[config.mk]
export PLATFORM = sky130hd
export DESIGN_NAME = tt_um_marxkar_seqgen
export DESIGN_NICKNAME = d
export VERILOG_FILES = /design/src/rtl/tt_um_marxkar_seqgen.sv
export SDC_FILE = /design/constraint.sdc
export NUM_CORES = 1
export LEC_CHECK = 0
export BUFFER_PORTS_ARGS = -buffer_cell sky130_fd_sc_hd__clkbuf_2
export CAP_MARGIN = 20
export CORE_MARGIN = 2
export CORE_UTILIZATION = 45
export DETAILED_ROUTE_END_ITERATION = 6
export PLACE_DENSITY = 0.8
export SLEW_MARGIN = 5
export SYNTH_ARGS = -nofsm -noshare
export SYNTH_HDL_FRONTEND = slang
export SYNTH_SLANG_ARGS = --single-unit
[constraint.sdc]
create_clock -name clk -period 1.9 [get_ports clk]
set_input_delay 0.095 -clock clk [delete_from_list [all_inputs] [get_ports clk]]
set_output_delay 0.095 -clock clk [all_outputs]
set_load 0.02 [all_outputs]
[src/rtl/tt_um_marxkar_seqgen.sv]
// Serial pattern transmitter tile.
// Loads a 1..PAT_W-bit pattern and shifts it out MSB-first on uo_out[0], one
// bit per enabled clock. It can send a single frame or repeat frames with a
// programmable idle gap. Standard TT user-tile port wrapper.
module tt_um_marxkar_seqgen #(
   parameter int PAT_W = 8,
   parameter int GAP   = 2
) (
   input  logic       clk,
   input  logic       rst_n,
   input  logic       ena,
   input  logic [7:0] ui_in,
   input  logic [7:0] uio_in,
   output logic [7:0] uo_out,
   output logic [7:0] uio_out,
   output logic [7:0] uio_oe
);

   localparam int LEN_W = $clog2(PAT_W);
   localparam int GAP_W = (GAP > 1) ? $clog2(GAP) : 1;
   localparam logic [GAP_W-1:0] GAP_INIT = GAP_W'((GAP > 0) ? GAP - 1 : 0);

   typedef enum logic [1:0] {
      S_IDLE = 2'd0,
      S_SEND = 2'd1,
      S_GAP  = 2'd2,
      S_DONE = 2'd3
   } state_t;

   // Control fields from ui_in.
   logic             start_in;
   logic             rpt_in;
   logic [LEN_W-1:0] len_in;
   logic             load_in;
   logic             abort_in;
   logic             start_edge;

   assign start_in = ui_in[0];
   assign rpt_in   = ui_in[1];
   assign len_in   = ui_in[2 +: LEN_W];
   assign load_in  = ui_in[5];
   assign abort_in = ui_in[6];

   // ui_in[7] carries no function in this tile.
   logic unused_ok;
   assign unused_ok = ui_in[7];

   state_t           state_q,     state_d;
   logic [PAT_W-1:0] pat_q,       pat_d;
   logic [LEN_W-1:0] len_q,       len_d;
   logic [LEN_W-1:0] idx_q,       idx_d;
   logic [GAP_W-1:0] gapcnt_q,    gapcnt_d;
   logic             start_dly_q, start_dly_d;

   assign start_edge = start_in & ~start_dly_q;

   // Next-state logic: abort beats load/start, which beat normal progression.
   // NOTE: every signal assigned here gets a default first, so no path leaves
   // it unassigned and no latch is inferred.
   always_comb begin
      state_d     = state_q;
      pat_d       = pat_q;
      len_d       = len_q;
      idx_d       = idx_q;
      gapcnt_d    = gapcnt_q;
      start_dly_d = start_in;

      if (abort_in) begin
         state_d = S_IDLE;
      end else begin
         case (state_q)
            S_IDLE: begin
               if (load_in) begin
                  pat_d = uio_in[PAT_W-1:0];
                  len_d = len_in;
               end
               if (start_edge) begin
                  state_d = S_SEND;
                  idx_d   = load_in ? len_in : len_q;
               end
            end
            S_SEND: begin
               if (idx_q == '0) begin
                  if (rpt_in) begin
                     if (GAP > 0) begin
                        state_d  = S_GAP;
                        gapcnt_d = GAP_INIT;
                     end else begin
                        idx_d = len_q;
                     end
                  end else begin
                     state_d = S_DONE;
                  end
               end else begin
                  idx_d = idx_q - LEN_W'(1);
               end
            end
            S_GAP: begin
               if (gapcnt_q == '0) begin
                  state_d = S_SEND;
                  idx_d   = len_q;
               end else begin
                  gapcnt_d = gapcnt_q - GAP_W'(1);
               end
            end
            S_DONE: begin
               state_d = S_IDLE;
            end
            default: begin
               state_d = S_IDLE;
            end
         endcase
      end
   end

   // State register: async reset, updates only on enabled edges.
   // NOTE: sequential state uses non-blocking assignments so every flop
   // samples the pre-edge values, independent of statement order.
   always_ff @(posedge clk or negedge rst_n) begin
      if (!rst_n) begin
         state_q     <= S_IDLE;
         pat_q       <= '0;
         len_q       <= '0;
         idx_q       <= '0;
         gapcnt_q    <= '0;
         start_dly_q <= 1'b0;
      end else if (ena) begin
         state_q     <= state_d;
         pat_q       <= pat_d;
         len_q       <= len_d;
         idx_q       <= idx_d;
         gapcnt_q    <= gapcnt_d;
         start_dly_q <= start_dly_d;
      end
   end

   // Output decode from registers only; no ui_in path reaches uo_out.
   logic       sending;
   logic       sdo;
   logic       busy;
   logic       done;
   logic [2:0] idx_out;

   assign sending = (state_q == S_SEND);
   assign sdo     = sending & pat_q[idx_q];
   assign busy    = (state_q != S_IDLE);
   assign done    = (state_q == S_DONE);
   assign idx_out = sending ? 3'(idx_q) : 3'd0;

   assign uo_out  = {1'b0, idx_out, done, busy, sending, sdo};
   assign uio_out = 8'h00;
   assign uio_oe  = 8'h00;

endmodule

==> flow_summary_export.csv <==
group,metric,value,unit
sta,setup_viol,0,
critical_path,cp_slowest_stage_delay,440,ps
drt,drt_wl_total,2160,um
hold_path,holdPathEnd,"pat_q[4]",
critical_path,crit_fanout,7,
hold_path,min_path_type,"in -> reg",
critical_path,rr_endpoint,"state_q[1]",
global_route,grt_max_degree,19,
floorplan,dieArea,0.00319,mm^2
global_route,grt_pass1_wl,3610,um
floorplan,coreArea,0.00269,mm^2
critical_path,worst-path-buf-inv,2,
hold_path,hold_start,"uio_in[4]",
power,total_power,1.93,mW
critical_path,path_delay_family,"compound AO/OA/AOI/OAI gates",
sta,report.final.slew_viol_count,0,
clocking,clk_pin_slew,110,ps
cells_and_area,nNetsFinal,167,
global_route,overflow,0,
global_route,antenna_found_initial,0,
drt,firstDrtPassIters,4,
sta,timing.final.crit_share,94.0,%
critical_path,worstReg2RegStart,"state_q[0]",
clocking,cts.sinks,18,
power,leakage,0.678,nW
global_route,track_usage,14.5,%
clocking,clock_latency,300,ps
drt,ant_nets,0,
critical_path,reg2reg_depth,6,
floorplan,ios,43,
cells_and_area,instances_no_fill,170,
critical_path,critPathLaunchType,"flop",
critical_path,rrSetupSlack,110,ps
critical_path,end_kind,"flop",
placed_design,pre_cts_ws,122,ps
floorplan,fp.dieH,56.5,um
clocking,cts_tree,"built",
placed_design,gp_congestion,0.832,
clocking,cts_buffers,3,
clocking,cts_max_path_buffers,2,
sta,final.setup.tns,0,ps
power,power_frac_seq,35.4,%
sta,slew_headroom,66.7,%
yosys,avgSynthCellArea,10.7,um^2
power,combPwrFrac,52.1,%
critical_path,cp.required,2110,ps
yosys,syn_inst,116,
yosys,ys_seq_area_share,36.3,%
power,ir_drop,740,uV
yosys,ys.warnings.count,0,
sta,finalWorstSetupSlack,114,ps
sta,skew,9.26,ps
sta,tightest_slew,498,ps
yosys,yosysTopAreaCell,"dfrtp_1",
yosys,synth_enable_flop_cells,0,
sta,period_minus_slack,1790,ps
cells_and_area,final_area,0.00135,mm^2
floorplan,die_x,56.5,um
placed_design,dp.cells,164,
clocking,cts_resized,0,
run_status,status,"finished, final reports clean",
clocking,htree_num_levels,1,
cells_and_area,layout-drive-gt1-share,35.3,%
floorplan,row_count,19,
hold_path,worstHoldPathCells,2,
drt,first_iter_violations,21,
critical_path,critical_path_arrival,1990,ps
power,power_density,1430,mW/mm^2
yosys,yosys_most_used_dff,"dfrtp_1",
power,p_int,1.16,mW
yosys,synthArstFlopShare,100,%
critical_path,critical_path_class,"reg -> reg",
yosys,yosysUniqueCellTypes,32,
drt,via_per_inst,5.08,
sta,finalHoldViolations,0,
critical_path,slowest_stage,"dfrtp_1",
cells_and_area,n_antenna_cell,0,
yosys,synth_area_leaders,"dfrtp_1 36%, buf_4 13%, mux2_2 12%",
critical_path,path_depth,6,
drt,avgRoutedWirePerCell,12.7,um
drt,via_count,864,
power,switching_share,39.8,%
global_route,grt_pass1_vias,856,
yosys,yosys_register_bits,18,
floorplan,start_util,46.2,%
critical_path,worstPathCellList,"inv_1, ha_1, a222oi_1, buf_4, o21ai_1, a32o_1",
drt,drc,0,
yosys,netlist_area,0.00124,mm^2
power,clockPowerShare,12.4,%
clocking,root_buffer,"clkbuf_4",
placed_design,dp_hpwl,1740,um
power,p_sw,0.769,mW
cells_and_area,area_delta_synth_final,8.98,%
yosys,synth_top_area_share,36.3,%
sta,rsz0062_at_grt,"no",
placed_design,placement.io_buffers,24,
run,cap_viol_max_count,0,
placed_design,postPlaceCellArea,0.00130,mm^2
sta,fmax,0.560,GHz
-- cell usage in the layout (no fill, tap or decap), drive strengths merged, types with 2 or more instances in the layout --
master   n
and2     3
mux2    13
mux2i    4
buf      3
a32o     2
mux4     2
clkbuf  28
nand2    8
nor2b    2
inv      6
nand2b   2
nand3    2
o21ai    5
a21oi    3
ha       8
conb    17
dfrtp   18
-- synth_stat cells, types with 2 or more instances --
cell	n
clkbuf_1	3
mux4_2	2
nand2_1	8
dfrtp_1	18
a21oi_1	3
ha_1	8
inv_1	6
mux2i_1	4
a32o_1	2
o21ai_0	4
nor2b_1	2
mux2_2	13
and2_1	3
buf_4	22
-- metal layers --
layer	part of all wire, %	vias to the layer above	routed length, um	global-route usage, %
met3	5.9	5	128	2.07
met2	51	32	1100	26.9
met1	41	419	886	16.2
li1	-	408	-	-
met5	0	-	0	0
met4	1.9	0	40	6.12
-- state kept, by name, summed over array words and instances, names as in the netlist --
name	cells
pat_q	8
idx_q	3
len_q	3
state_q	2
gapcnt_q	1
start_dly_q	1
-- layout make-up --
cell class | count | area (um^2)
fill | 256 | 1340
multi-input combinational | 83 | 651
sequential | 18 | 450
timing repair buffer | 28 | 153
tap | 31 | 38.8
clock buffer | 4 | 36.3
inverter | 6 | 22.5
-- cells by family (layout without fill, tap and decap cells) --
kind of cell / after synthesis / after routing / share of synthesized area (%)
simple gates: 20 / 20 / 9.28
xor+xnor: 1 / 1 / 0.706
buf+inv: 31 / 38 / 16.0
other cells: 1 / 17 / 0.302
flops: 18 / 18 / 36.3
compound gates: 18 / 18 / 10.6
fa+ha+maj: 8 / 8 / 8.07
mux: 19 / 19 / 18.7
-- repair_timing --
item / CTS / global route
buffers inserted: 0 / 1
setup endpoints to repair: 0 / 2
endpoints found under the hold margin: 18 / 0
hold buffers: 1 / 0
-- worst max path at each step --
| stage | start | to | slack (ps) |
|---|---|---|---|
| after global placement | state_q[0] | state_q[0] | 200 |
| after global routing | state_q[0] | state_q[0] | 10 |
| after floorplan | state_q[1] | state_q[0] | 280 |
| final | state_q[0] | state_q[1] | 110 |
| after CTS | state_q[0] | state_q[0] | 100 |
| after detailed placement | state_q[0] | state_q[0] | 120 |
-- power groups by stage --
stage | registers (mW) | clock network (mW) | logic (mW)
after floorplan | 0.661 | 0 | 0.819
final | 0.685 | 0.240 | 1.01
after CTS | 0.687 | 0.249 | 0.996
after global routing | 0.708 | 0.262 | 1.11
after global placement | 0.680 | 0 | 0.945
after detailed placement | 0.697 | 0 | 0.985
-- per-stage QoR --
| stage | utilization [%] | hold WS (ps) |
|---|---|---|
| 2_1_floorplan | - | -201 |
| 3_3_place_gp | 48.3 | 54.2 |
| 3_5_place_dp | 48.3 | 64.1 |
| 4_1_cts | 50.0 | 11.6 |
| 5_1_grt | 50.3 | 17.3 |
| 6_report | 50.3 | 21.2 |
(Power assumes the default switching activity.)
